[src/rtl/return_address_stack.sv]
// return_address_stack: circular return-address predictor stack with pipeline rollback and ra tracking.
//   clk                   : sole clock, rising edge
//   rst_n                 : synchronous active-low reset
//   RAS_push/_push_data   : push a return address
//   RAS_pop               : pop the top entry
//   RAS_rollback_pop_id   : undo one push from a flushed ID instruction
//   RAS_rollback_push_id  : undo one pop from a flushed ID instruction
//   RAS_rollback_push_ex  : undo one pop from a flushed EX instruction
//   WR_ra_track_en/_data  : load the tracked ra-holding register
//   RAS_top               : mem[ptr-1], combinational array read
//   RAS_empty             : count == 0
//   RAS_ra_track          : register currently holding ra
module return_address_stack #(
   parameter int DEPTH = 8,
   parameter int AW    = 32
) (
   input  logic          clk,
   input  logic          rst_n,
   input  logic          RAS_push,
   input  logic [AW-1:0] RAS_push_data,
   input  logic          RAS_pop,
   input  logic          RAS_rollback_pop_id,
   input  logic          RAS_rollback_push_id,
   input  logic          RAS_rollback_push_ex,
   input  logic          WR_ra_track_en,
   input  logic [4:0]    WR_ra_track_data,
   output logic [AW-1:0] RAS_top,
   output logic          RAS_empty,
   output logic [4:0]    RAS_ra_track
);
   localparam int PW = $clog2(DEPTH);
   localparam logic [PW:0] FULL = (PW+1)'(DEPTH);
   logic [AW-1:0] mem_q [DEPTH];
   logic [PW-1:0] ptr_q, ptr_d, top_idx, wr_idx;
   logic [PW:0] count_q, count_d, count_clamp;
   logic [4:0] ra_track_q, ra_track_d;
   logic rollback, we, full, empty;
   logic signed [2:0] delta;
   logic signed [PW+2:0] count_rb;
   assign rollback = RAS_rollback_pop_id | RAS_rollback_push_id | RAS_rollback_push_ex;
   assign top_idx  = ptr_q - 1'b1;
   assign full     = count_q == FULL;
   assign empty    = count_q == '0;
   // delta spans -1..+2; 3-bit modular arithmetic gives the two's-complement value
   assign delta    = $signed(3'(RAS_rollback_push_id) + 3'(RAS_rollback_push_ex) - 3'(RAS_rollback_pop_id));
   assign count_rb = $signed({2'b00, count_q}) + delta;
   assign count_clamp = count_rb[PW+2] ? '0 : count_rb > $signed({2'b00, FULL}) ? FULL : count_rb[PW:0];
   always_comb begin
      ptr_d = rollback              ? ptr_q + PW'(delta) :
              RAS_push && !RAS_pop  ? ptr_q + 1'b1 :
              !RAS_push && RAS_pop  ? top_idx : ptr_q;
      count_d = rollback             ? count_clamp :
                RAS_push && RAS_pop  ? (empty ? (PW+1)'(1) : count_q) :
                RAS_push             ? (full ? count_q : count_q + 1'b1) :
                RAS_pop              ? (empty ? count_q : count_q - 1'b1) : count_q;
      we         = !rollback && RAS_push;
      // push+pop replaces the top in place; a plain push fills the free slot
      wr_idx     = RAS_pop ? top_idx : ptr_q;
      ra_track_d = WR_ra_track_en ? WR_ra_track_data : we ? 5'd1 : ra_track_q;
   end
   always_ff @(posedge clk) begin
      if (!rst_n) begin
         ptr_q      <= '0;
         count_q    <= '0;
         ra_track_q <= 5'd1;
      end else begin
         ptr_q      <= ptr_d;
         count_q    <= count_d;
         ra_track_q <= ra_track_d;
      end
   end
   // array is not reset; popped entries stay put so rollback can re-expose them
   always_ff @(posedge clk) begin
      if (rst_n && we) mem_q[wr_idx] <= RAS_push_data;
   end
   assign RAS_top      = mem_q[top_idx];
   assign RAS_empty    = empty;
   assign RAS_ra_track = ra_track_q;
endmodule

[config.mk]
export PLATFORM = sky130hd
export DESIGN_NAME = return_address_stack
export DESIGN_NICKNAME = d
export VERILOG_FILES = /design/src/rtl/return_address_stack.sv
export SDC_FILE = /design/constraint.sdc
export NUM_CORES = 1
export LEC_CHECK = 0
export CORE_UTILIZATION = 63
export CTS_CLUSTER_SIZE = 8
export DETAILED_ROUTE_END_ITERATION = 6
export PLACE_DENSITY_LB_ADDON = 0.05
export SYNTH_ARGS = -nofsm -noshare
export SYNTH_HDL_FRONTEND = slang
export SYNTH_SLANG_ARGS = --single-unit
[constraint.sdc]
create_clock -name clk -period 10.31 [get_ports clk]
set_input_delay 1.5465 -clock clk [delete_from_list [all_inputs] [get_ports clk]]
set_output_delay 1.5465 -clock clk [all_outputs]
set_load 0.05 [all_outputs]
==> flow_metrics.tcl <==
set metrics [dict create \
    cts_tree "built" \
    synthFlopType "edfxtp_1" \
    wl_per_cell_um 24.5 \
    clock_latency_ns 0.52 \
    drc 0 \
    coreArea_mm2 0.0167 \
    met2_length_mm 10.9 \
    synth-edff-count 256 \
    worstPathMaxFanout 55 \
    finalMaxSlewViolations 0 \
    synth_area_leaders "edfxtp_1 71%, mux4_2 13%, mux2_2 3.3%, dfxtp_1 2.2%, ha_1 1.3%" \
    fp.dieArea_mm2 0.0178 \
    place_hpwl_mm 11.9 \
    tightest_slew_ns 1.07 \
    grt_usage_pct 25.5 \
    antenna_found_initial 0 \
    p_int_uw 2340 \
    wl_mm 21.5 \
    critPathCaptureType "output pin" \
    ant_nets 0 \
    cts_buffer_depth 3 \
    synth_warnings 0 \
    vias 5503 \
    top_layer "met4" \
    max_freq_mhz 195 \
    share_seq_of_total_power_pct 36.2 \
    fin_crit_ns 5.12 \
    cts_num_sinks 268 \
    cts_buffers 39 \
    ctsResizeCount 0 \
    p_leak_uw 0.00421 \
    fp.dieW_um 133 \
    initial_core_util_pct 65.0 \
    gr-total-overflow 0 \
    grt_pass1_vias 5858 \
    drt-pass1-iter-count 5 \
    gp_congestion 0.791 \
    yosys_register_bits 268 \
    area_growth_pct 20.4 \
    rsz0062_at_grt "no" \
    fp.dieH_um 133 \
    fin_skew_ns 0.0139 \
    fin_tns_setup_ns 0 \
    synthCells 544 \
    synth.top_cells.by_count "256 x edfxtp_1, 64 x mux4_2, 32 x mux2_2" \
    combPwrFrac_pct 30.9 \
    p_per_area_mw_per_mm2 261 \
    root_buffer "clkbuf_16" \
    synth_area_per_cell_um2 20.0 \
    drive_gt1_share_pct 24.9 \
    p_switching_uw 1070 \
    rows 47 \
    cts_setup_buffers 0 \
    h-tree-depth 2 \
    nets 707 \
    diodes 0 \
    grt_max_degree 73 \
    outcome "finished clean" \
    arrival_ns 3.57 \
    async_reset_ff_share_pct 0 \
    cap_violations 0 \
    synth_nets 603 \
    period_share_pct 49.6 \
    hold_viol 0 \
    start_kind "flop" \
    synth_top_area_share_pct 70.8 \
    ir_worst_vdd_mv 0.290 \
    viasPerCell 6.29 \
    p_total_uw 3420 \
    clkSlewWorstSetupHoldPaths_ns 0.06 \
    worstPathRequired_ns 8.76 \
    netSwitchingFraction_pct 31.4 \
    critPathKind "reg -> out" \
    slew_headroom_pct 28.5 \
    synth_most_common_cell "edfxtp_1" \
    drtIter0Drc 458 \
    grt_pass1_wl_mm 33.2 \
    cts_hold_buf 0 \
    ys_types 49 \
    hp-class "reg -> reg" \
    yosys.area.top_type "edfxtp_1" \
    io_buffers 82 \
    synth-seq-area-share_pct 73.0 \
    netlist_area_mm2 0.0109 \
    drt-met1-wl_mm 8.80 \
    finalSetupViolCount 0 \
    wl_met3_mm 1.32 \
    clockPowerShare_pct 32.9 \
    boundaryPins 83 \
]
## cells in the final DEF, fill, tap and decap left out, types with 2 or more instances in the layout
cell type / Yosys / layout
o211ai_1: 2 / 2
inv_1: 13 / 13
clkbuf_1: 15 / 5
fa_1: 3 / 3
o21ai_0: 11 / 11
nor2b_1: 4 / 4
nand2b_1: 4 / 4
o31ai_1: 2 / 2
ha_1: 11 / 10
nand4_1: 2 / 2
nor2_1: 16 / 8
mux4_2: 64 / 64
nand3_1: 3 / 3
nand2_1: 18 / 18
dfxtp_1: 12 / 11
clkdlybuf4s50_1: 0 / 82
a21o_1: 2 / 2
nor2_4: 0 / 8
a21oi_1: 8 / 8
nor3_1: 6 / 6
mux2i_1: 3 / 3
buf_4: 3 / 11
mux2_2: 32 / 32
a31oi_1: 4 / 4
and2_1: 6 / 6
clkbuf_16: 0 / 39
xnor2_1: 7 / 7
a22oi_1: 2 / 2
edfxtp_1: 256 / 256
## worst max-delay path: stages (launching register included)
cell and delay [ns]:
dfxtp_4 0.50, buf_4 0.87, mux4_2 0.63, mux2_2 0.29, clkdlybuf4s50_1 0.70
## per-stage QoR
stage               cells  instance area [µm²]  setup WS (ns)  hold WS [ns]  utilization [%]
finish                875                13100           5.19         0.615             78.3
CTS                   875                13100           5.10         0.612             78.3
detailed placement    827                12000           5.66         0.604             71.8
floorplan             544                10900           6.00         0.589                -
global placement      827                12000           5.66         0.532             71.8
global route          875                13100           4.95         0.654             78.3
## layout make-up
cell class                 instances  area, µm²
multi-input combinational        233       2830
clock buffer                      44        995
inverter                          13       48.8
tap                              220        275
timing repair buffer              93        903
sequential                       268       7930
clock inverter                     4       85.1
fill                             913       3630
## kinds of logic (layout without fill, tap and decap cells)
family                   Yosys count  in the layout  share of synthesized area (%)
AO/OA/AOI/OAI                     45             45                           2.82
flip-flops                       268            268                           73.0
adder cells (fa/ha/maj)           14             14                           1.82
buffers and inverters             43            154                           1.73
XOR/XNOR                           9              9                          0.726
AND/OR/NAND/NOR                   66             66                           3.00
multiplexers                      99             99                           16.9
## worst paths after layout
path	start	endpoint	slack, ns	cells after the start
worst min register to register	RAS_ra_track[2]	RAS_ra_track[2]	0.62	3
worst max register to register	ptr_q[0]	mem_q[1][28]	6.68	7
worst max-delay path	ptr_q[0]	RAS_top[12]	5.19	4
worst min-delay path	RAS_ra_track[2]	RAS_ra_track[2]	0.62	3
## routing by layer
metal,track usage (%),up-vias
met4,7.45,0
met3,5.33,31
met1,35.0,2852
met2,42.1,202
li1,-,2418
met5,0,-
## registers in the layout (all words and copies together) (netlist names)
name          flops
RAS_ra_track      5
count_q           4
mem_q           256
ptr_q             3
## power by group through the flow
stage | logic (µW) | clock network [µW] | registers, µW
final | 1060 | 1120 | 1240
after CTS | 1060 | 1140 | 1230
after floorplan | 759 | 0 | 1240
after global placement | 1040 | 0 | 1250
after detailed placement | 1050 | 0 | 1250
after global routing | 1100 | 1190 | 1240
(Power assumes the default switching activity.)
